`src/rtl/ccd_readout_seq.sv`:
```
// ============================================================================
// ccd_readout_seq
// ----------------------------------------------------------------------------
// Purpose:
//   Clock sequencer for a KAF-style full-frame CCD and its analog front end.
//   One state per rising clk. A frame is NL lines. Each line is VB vertical
//   transfer groups followed by NP binned pixels. Binning is done in the
//   charge domain: extra horizontal shifts (X1/X0 pairs) and repeated
//   vertical groups are inserted before each sample. No divider is needed
//   to find NP/NL. The block tracks the raw CCD position and ends the
//   line/frame once the next step would reach the register length.
//
// Ports:
//   clk, rst                 sequencer clock, async active-high reset
//   start, abort             frame start (IDLE only) / unconditional stop
//   mode[1:0]                0 idle, 1 clean, 2 readout 1x1, 3 readout binned
//   hbin[2:0], vbin[2:0]     horizontal / vertical bin factors (0 acts as 1)
//   ad_cdsclk1, ad_cdsclk2,
//   ad_adclk, ad_oeb_n       AFE controls, decoded from state
//   kaf_r, kaf_h1, kaf_v1,
//   kaf_v2, kaf_amp          CCD clocks, decoded from state
//   busy                     frame in progress
//   pix_valid                strobe for the sample cycle of each binned pixel
//   pix_x, pix_y [CW-1:0]    binned coordinates of the strobed pixel
//   frame_done               one-cycle pulse after a completed frame
// ============================================================================
module ccd_readout_seq #(
   parameter int H_REGS = 2184,
   parameter int V_REGS = 1472,
   parameter int CW     = 12
) (
   input  logic          clk,
   input  logic          rst,
   input  logic          start,
   input  logic          abort,
   input  logic [1:0]    mode,
   input  logic [2:0]    hbin,
   input  logic [2:0]    vbin,
   output logic          ad_cdsclk1,
   output logic          ad_cdsclk2,
   output logic          ad_adclk,
   output logic          ad_oeb_n,
   output logic          kaf_r,
   output logic          kaf_h1,
   output logic          kaf_v1,
   output logic          kaf_v2,
   output logic          kaf_amp,
   output logic          busy,
   output logic          pix_valid,
   output logic [CW-1:0] pix_x,
   output logic [CW-1:0] pix_y,
   output logic          frame_done
);

   localparam logic [CW:0] H_LIM_C = (CW+1)'(H_REGS);
   localparam logic [CW:0] V_LIM_C = (CW+1)'(V_REGS);

   typedef enum logic [4:0] {
      ST_IDLE = 5'd0,
      ST_V0   = 5'd1,
      ST_V1   = 5'd2,
      ST_V2   = 5'd3,
      ST_V3   = 5'd4,
      ST_V4   = 5'd5,
      ST_P0   = 5'd6,
      ST_P1   = 5'd7,
      ST_P2   = 5'd8,
      ST_P3   = 5'd9,
      ST_P4   = 5'd10,
      ST_P5   = 5'd11,
      ST_X1   = 5'd12,
      ST_X0   = 5'd13,
      ST_P6   = 5'd14,
      ST_P7   = 5'd15,
      ST_P8   = 5'd16,
      ST_P9   = 5'd17
   } state_t;

   // Effective bin factor. Modes 1 and 2 are unbinned. A factor of zero means one.
   function automatic logic [2:0] eff_bin(input logic [1:0] m, input logic [2:0] f);
      logic [2:0] r;
      if ((m == 2'd1) || (m == 2'd2)) begin
         r = 3'd1;
      end else if (f == 3'd0) begin
         r = 3'd1;
      end else begin
         r = f;
      end
      return r;
   endfunction

   state_t        state_r;
   state_t        state_nxt_s;
   logic [1:0]    mode_r;
   logic [2:0]    hb_r;
   logic [2:0]    vb_r;
   logic [2:0]    vgrp_r;
   logic [2:0]    xcnt_r;
   logic [CW-1:0] pix_x_r;
   logic [CW-1:0] pix_y_r;
   logic [CW-1:0] h_pos_r;
   logic [CW-1:0] v_pos_r;
   logic          frame_done_r;

   logic [CW:0]   h_sum_s;
   logic [CW:0]   v_sum_s;
   logic          last_pix_s;
   logic          last_line_s;
   logic          last_vgrp_s;
   logic          last_x_s;
   logic          start_ok_s;
   logic          frame_end_s;

   // Decoded (pre-mode-override) output set
   logic          cds1_s, cds2_s, adclk_s, oeb_dec_s, oeb_s;
   logic          r_s, h1_s, v1_s, v2_s;

   // Raw CCD position after the next binned step. It reaching the register
   // length marks the last pixel / line (equivalent to ceil division).
   assign h_sum_s     = {1'b0, h_pos_r} + {{(CW-2){1'b0}}, hb_r};
   assign v_sum_s     = {1'b0, v_pos_r} + {{(CW-2){1'b0}}, vb_r};
   assign last_pix_s  = (h_sum_s >= H_LIM_C);
   assign last_line_s = (v_sum_s >= V_LIM_C);
   assign last_vgrp_s = (vgrp_r == (vb_r - 3'd1));
   assign last_x_s    = ((xcnt_r + 3'd2) == hb_r);
   assign start_ok_s  = start && (mode != 2'd0);
   assign frame_end_s = (state_r == ST_P9) && last_pix_s && last_line_s && !abort;

   // Next-state logic; abort overrides every transition
   always_comb begin
      state_nxt_s = state_r;
      if (abort) begin
         state_nxt_s = ST_IDLE;
      end else begin
         case (state_r)
            ST_IDLE: begin
               if (start_ok_s) begin
                  state_nxt_s = ST_V0;
               end else begin
                  state_nxt_s = ST_IDLE;
               end
            end
            ST_V0: state_nxt_s = ST_V1;
            ST_V1: state_nxt_s = ST_V2;
            ST_V2: state_nxt_s = ST_V3;
            ST_V3: state_nxt_s = ST_V4;
            ST_V4: begin
               if (last_vgrp_s) begin
                  state_nxt_s = ST_P0;
               end else begin
                  state_nxt_s = ST_V0;
               end
            end
            ST_P0: state_nxt_s = ST_P1;
            ST_P1: state_nxt_s = ST_P2;
            ST_P2: state_nxt_s = ST_P3;
            ST_P3: state_nxt_s = ST_P4;
            ST_P4: state_nxt_s = ST_P5;
            ST_P5: begin
               if (hb_r > 3'd1) begin
                  state_nxt_s = ST_X1;
               end else begin
                  state_nxt_s = ST_P6;
               end
            end
            ST_X1: state_nxt_s = ST_X0;
            ST_X0: begin
               if (last_x_s) begin
                  state_nxt_s = ST_P6;
               end else begin
                  state_nxt_s = ST_X1;
               end
            end
            ST_P6: state_nxt_s = ST_P7;
            ST_P7: state_nxt_s = ST_P8;
            ST_P8: state_nxt_s = ST_P9;
            ST_P9: begin
               if (!last_pix_s) begin
                  state_nxt_s = ST_P0;
               end else if (last_line_s) begin
                  state_nxt_s = ST_IDLE;
               end else begin
                  state_nxt_s = ST_V0;
               end
            end
            default: state_nxt_s = ST_IDLE;
         endcase
      end
   end

   // State, latched configuration, position counters and frame_done pulse
   always_ff @(posedge clk or posedge rst) begin
      if (rst) begin
         state_r      <= ST_IDLE;
         mode_r       <= 2'd0;
         hb_r         <= 3'd0;
         vb_r         <= 3'd0;
         vgrp_r       <= 3'd0;
         xcnt_r       <= 3'd0;
         pix_x_r      <= '0;
         pix_y_r      <= '0;
         h_pos_r      <= '0;
         v_pos_r      <= '0;
         frame_done_r <= 1'b0;
      end else begin
         state_r      <= state_nxt_s;
         frame_done_r <= frame_end_s;
         if ((state_r == ST_IDLE) && start_ok_s && !abort) begin
            mode_r  <= mode;
            hb_r    <= eff_bin(mode, hbin);
            vb_r    <= eff_bin(mode, vbin);
            vgrp_r  <= 3'd0;
            xcnt_r  <= 3'd0;
            pix_x_r <= '0;
            pix_y_r <= '0;
            h_pos_r <= '0;
            v_pos_r <= '0;
         end else if (!abort) begin
            case (state_r)
               ST_V4: begin
                  if (last_vgrp_s) begin
                     // Line body starts: horizontal position restarts
                     vgrp_r  <= 3'd0;
                     pix_x_r <= '0;
                     h_pos_r <= '0;
                  end else begin
                     vgrp_r  <= vgrp_r + 3'd1;
                  end
               end
               ST_X0: begin
                  if (last_x_s) begin
                     xcnt_r <= 3'd0;
                  end else begin
                     xcnt_r <= xcnt_r + 3'd1;
                  end
               end
               ST_P9: begin
                  if (!last_pix_s) begin
                     pix_x_r <= pix_x_r + {{(CW-1){1'b0}}, 1'b1};
                     h_pos_r <= h_sum_s[CW-1:0];
                  end else if (!last_line_s) begin
                     pix_y_r <= pix_y_r + {{(CW-1){1'b0}}, 1'b1};
                     v_pos_r <= v_sum_s[CW-1:0];
                  end else begin
                     pix_y_r <= pix_y_r;
                  end
               end
               default: begin
                  vgrp_r <= vgrp_r;
               end
            endcase
         end else begin
            vgrp_r <= vgrp_r;
         end
      end
   end

   // CCD/AFE decode straight from the state register
   always_comb begin
      cds1_s    = 1'b0;
      cds2_s    = 1'b0;
      adclk_s   = 1'b0;
      oeb_dec_s = 1'b0;
      r_s       = 1'b0;
      h1_s      = 1'b0;
      v1_s      = 1'b0;
      v2_s      = 1'b0;
      case (state_r)
         ST_IDLE: begin adclk_s = 1'b1; oeb_dec_s = 1'b1; end
         ST_V0:   begin adclk_s = 1'b1; oeb_dec_s = 1'b1; end
         ST_V1:   begin adclk_s = 1'b1; oeb_dec_s = 1'b1; v2_s = 1'b1; end
         ST_V2:   begin adclk_s = 1'b1; oeb_dec_s = 1'b1; v1_s = 1'b1; end
         ST_V3:   begin adclk_s = 1'b1; oeb_dec_s = 1'b1; v2_s = 1'b1; end
         ST_V4:   begin adclk_s = 1'b1; oeb_dec_s = 1'b1; end
         ST_P0:   begin adclk_s = 1'b1; r_s = 1'b1; h1_s = 1'b1; end
         ST_P1:   begin adclk_s = 1'b1; h1_s = 1'b1; end
         ST_P2:   begin cds1_s = 1'b1; h1_s = 1'b1; end
         ST_P3:   h1_s = 1'b1;
         ST_P4:   h1_s = 1'b1;
         ST_P5:   h1_s = 1'b0;
         ST_X1:   h1_s = 1'b1;
         ST_X0:   h1_s = 1'b0;
         ST_P6:   cds2_s = 1'b1;
         ST_P7:   begin adclk_s = 1'b1; cds2_s = 1'b1; end
         ST_P8:   begin adclk_s = 1'b1; cds2_s = 1'b1; end
         ST_P9:   adclk_s = 1'b1;
         default: begin adclk_s = 1'b1; oeb_dec_s = 1'b1; end
      endcase
   end

   // Clean mode never lets the AFE drive its outputs
   always_comb begin
      oeb_s = 1'b0;
      if (mode_r == 2'd1) begin
         oeb_s = 1'b1;
      end else begin
         oeb_s = oeb_dec_s;
      end
   end

   assign ad_cdsclk1 = cds1_s;
   assign ad_cdsclk2 = cds2_s;
   assign ad_adclk   = adclk_s;
   assign ad_oeb_n   = oeb_s;
   assign kaf_r      = r_s;
   assign kaf_h1     = h1_s;
   assign kaf_v1     = v1_s;
   assign kaf_v2     = v2_s;
   assign busy       = (state_r != ST_IDLE);
   // mode_r[1] set means a readout mode (2 or 3)
   assign kaf_amp    = (state_r != ST_IDLE) && mode_r[1];
   assign pix_valid  = (state_r == ST_P9) && mode_r[1];
   assign pix_x      = pix_x_r;
   assign pix_y      = pix_y_r;
   assign frame_done = frame_done_r;

endmodule

```
`config.mk`:
```
export PLATFORM = sky130hd
export DESIGN_NAME = ccd_readout_seq
export DESIGN_NICKNAME = d
export VERILOG_FILES = /design/src/rtl/ccd_readout_seq.sv
export SDC_FILE = /design/constraint.sdc
export NUM_CORES = 1
export LEC_CHECK = 0
export ABC_CLOCK_PERIOD_IN_PS = 4500
export BUFFER_PORTS_ARGS = -buffer_cell sky130_fd_sc_hd__buf_2
export CORE_MARGIN = 1
export CORE_UTILIZATION = 53
export CTS_BUF_LIST = sky130_fd_sc_hd__clkbuf_8
export CTS_CLUSTER_SIZE = 14
export DETAILED_ROUTE_END_ITERATION = 10
export HOLD_SLACK_MARGIN = 0.06
export PLACE_DENSITY = 0.73
export SYNTH_ARGS = -nofsm -noshare
export SYNTH_HDL_FRONTEND = slang
export SYNTH_SLANG_ARGS = --single-unit
export TNS_END_PERCENT = 5
```
`constraint.sdc`:
```
create_clock -name clk -period 4.5 [get_ports clk]
set_input_delay 0.9 -clock clk [delete_from_list [all_inputs] [get_ports clk]]
set_output_delay 0.9 -clock clk [all_outputs]
set_load 0.005 [all_outputs]
```
==> key figures <==
Setup path
  – Slowest Stage Delay on Critical Path: about 0.54 ns
  – Worst setup SP type: flop
  – Crit. End Element: flop
  – R2r setup slk: a little over 0.6 ns
  – Crit Path Max Fanout: 15
  – Reg2Reg Depth: 11
  – FF-to-FF End: v_pos_r[8]
  – Crit path DAT: between 4 and 5 ns
  – CP required: 4.72 ns
  – Reg-to-reg startpoint: hb_r[0]
  – CP Class: reg -> reg
  – Slowest cell on crit path: a2111oi_1
  – CP cell instances: ha_1, fa_1, a21o_1, a2111oi_1, xor2_1, o211ai_1, o21ai_2, nand4_2, buf_4, o311ai_0, o41ai_1

Power and ir drop
  – Clk pwr share: 0.360
  – VDD IR-drop max: 0.000283 V
  – Internal power: 1.11 mW
  – Reg power frac: 0.453
  – Psw: 0.502 mW
  – Switching share of power: 0.311
  – Comb pwr share: 0.187
  – P_leak: 2.15 nW
  – Pwr Density: 344 mW/mm2

Detailed routing
  – Via/cell ratio: around 6.0
  – Met1 WL: 4.36 mm
  – WL final: 9.66 mm
  – Metal2 WL: ~4.7 mm
  – Residual DRC: 0
  – Initial DRT Pass Iterations: 5
  – Uppermost routed layer: met4
  – Violation count after the first detailed-route iteration: 243
  – Post-detailed-route count of antenna-violating nets: 0
  – Met3 Routed Length: 504 um
  – Wirelength per Cell: 15.6 um
  – Via Count: about 3,700

Yosys
  – Top-area cell type share of the netlist area: 0.408
  – Post-Synthesis Cells: 473
  – Mapped Nets: 499
  – Synth unique cells: 57
  – Synthesized area per cell: a little under 9 um2
  – Dominant cell type by area after synthesis: dfrtp_1
  – Ys Warns: 0
  – Synth Register Bits: 68
  – Synth Cell Area: between 0.004 and 0.005 mm2
  – Post-synth ARST share: 1.00
  – EDFF count, synth: 0
  – Top cells by area, synth: dfrtp_1 (41%), a21oi_1 (4.0%), nand2_1 (3.8%)
  – Sequential share of the synthesized area: 0.408
  – Ys flop type: dfrtp_1

Floorplanning
  – Row cnt: 31
  – Core Region: 0.00741 mm2
  – Number of top-level pins: 48
  – Die Width: between 90 and 100 um
  – Die Y-Extent: roughly 90 um
  – Die area: around 0.0082 mm2
  – Initial Utilization: 0.562

Clock tree
  – Postcts setup bufs: 0
  – Post-CTS sizing: 0
  – CTS tree: done
  – Longest Clk Path Bufs: 2
  – Clk pin slew, worst setup/hold paths: 0.08 ns
  – Root buffer selected by CTS: clkbuf_8
  – Clock Latency Late Sink: 0.35 ns
  – CTS buffer count: 9
  – Post-CTS Hold Buffers: 0
  – H-tree levels: 3
  – Clk sinks: 68

STA
  – Fmax: 257 MHz
  – Minimum clock period: 3.89 ns
  – Total negative slack: 0 ns
  – Period utilization: 0.864
  – Max-slew violations: 0
  – Final hold vios: 0
  – RSZ-0062 raised after global routing: false
  – Skew final: around 0.009 ns
  – Count of final setup violators: 0
  – Rel. slew slack: 0.426
  – Worst Max-Slew Pin Slew: 0.859 ns

Placement
  – # port buffers: 47
  – Cells after DPL: around 600
  – Final HPWL DP: 6.77 mm
  – Global placer's final weighted congestion: 0.912

Outcome
  – Status: finished, final reports clean

Min path
  – WHS Endpoint: v_pos_r[0]
  – WHS Path Cells: 1
  – Hold WC Path Type: reg -> reg
  – Worst Hold Launch: v_pos_r[0]

Cells and area
  – Ant. Diodes: 0
  – Most frequent cells in the layout: dfrtp_1 (68), buf_2 (47), nand2_1 (42), nor2_1 (39), a21oi_1 (33)
  – Nets: 541
  – Post-route core utilization: 0.634
  – # fillers: between 600 and 700
  – Synth-to-Final Area Change: 12.8%
  – Cell Count, Final, Fillers Out: 619
  – Share of cells above drive strength 1: 0.162
  – Commonest non-fill, non-tap cell in the layout: dfrtp_1

Global route
  – Number of global-route vias before repair: 3,480
  – First-pass GRT wire length: 16.6 mm
  – Global route total overflow: 0
  – Largest net degree at the start of global routing: 41
  – Tot GR Track Use: 0.251
  – Initial antenna violation count: 0

Run
  – Max-cap violations: 0
==> worst max-delay path: cells and delay by family, from the launching register on <==
kind                       cells  cell delay, ns
AOI/OAI and AO/OA              6            1.76
adders and majority gates      2            0.66
DFF                            1            0.42
and+or+nand+nor                1            0.39
buffers and inverters          1            0.30
xor gates and xnor gates       1            0.24
==> worst max path at each step <==
stage	endpoint	cells past startpoint	start	slack [ns]
CTS	v_pos_r[8]	11	hb_r[0]	0.64
floorplan	pix_y[9]	10	hb_r[0]	1.32
global route	v_pos_r[8]	11	hb_r[0]	0.32
finish	v_pos_r[8]	11	hb_r[0]	0.61
detailed placement	v_pos_r[8]	11	hb_r[0]	0.67
global placement	v_pos_r[8]	11	hb_r[0]	0.86
==> registers in the layout (all words and copies together), names as in the netlist <==
| register | cells |
|---|---|
| pix_x | 12 |
| frame_done | 1 |
| pix_y | 12 |
| vgrp_r | 3 |
| mode_r | 2 |
| v_pos_r | 12 |
| xcnt_r | 3 |
| state_r | 5 |
| vb_r | 3 |
| hb_r | 3 |
| h_pos_r | 12 |
==> through the flow <==
stage                     power [mW]  instance area [um2]  setup WS (ns)  hold slack [ns]
after floorplan                0.956                 4170           1.32            0.470
after global placement          1.03                 4480          0.863            0.492
after detailed placement        1.04                 4480          0.668            0.493
after CTS                       1.63                 4700          0.639            0.514
after global routing            1.70                 4700          0.323            0.543
final                           1.61                 4700          0.612            0.516
==> cell type report <==
cell class / instances / area (um2) / share of cell area
Tap cell: 99 / 124 / 0.0264
Inverter: 17 / 63.8 / 0.0136
Timing Repair Buffer: 52 / 273 / 0.0580
Sequential cell: 68 / 1700 / 0.362
Clock buffer: 9 / 124 / 0.0264
Clock inverter: 7 / 98.8 / 0.0210
Multi-Input combinational cell: 367 / 2310 / 0.493
==> layer usage <==
| metal | track usage | vias up |
|---|---|---|
| met2 | 0.416 | 122 |
| met4 | 0.0645 | 0 |
| met3 | 0.0497 | 11 |
| li1 | - | 1827 |
| met1 | 0.335 | 1776 |
| met5 | 0 | - |
==> cell usage after synthesis, types with 3 or more instances <==
library cell and instances:
a21o_1 6, a21oi_1 33, a22o_1 7, a311oi_1 3, a31oi_1 9, a32oi_1 3
and2_1 5, and3_1 8, clkbuf_1 18, dfrtp_1 68, ha_1 12, inv_1 17
mux2i_1 4, nand2_1 42, nand2b_1 8, nand3_1 26, nand3b_1 6, nand4_1 4
nor2_1 39, nor2b_1 4, nor3_1 17, nor4_1 7, o211ai_1 8, o21a_1 3
o21ai_0 29, o31ai_1 5, or3_1 17, or4_1 5, xnor2_1 13, xor2_1 9
==> kinds of logic after synthesis <==
group                      count (synthesis)  synth area share
xor gates and xnor gates                  22            0.0462
adders and majority gates                 14            0.0456
AOI/OAI and AO/OA                        124             0.197
muxes                                      6            0.0150
and+or+nand+nor                          201             0.252
buffers and inverters                     38            0.0360
DFF                                       68             0.408
==> power groups by stage <==
| stage | clock network, mW | logic [mW] | registers, mW |
|---|---|---|---|
| after floorplan | 0 | 0.239 | 0.717 |
| after global placement | 0 | 0.292 | 0.738 |
| after detailed placement | 0 | 0.302 | 0.741 |
| after CTS | 0.592 | 0.305 | 0.731 |
| after global routing | 0.614 | 0.345 | 0.740 |
| final | 0.582 | 0.302 | 0.731 |
Power figures use the tool's default switching activity.
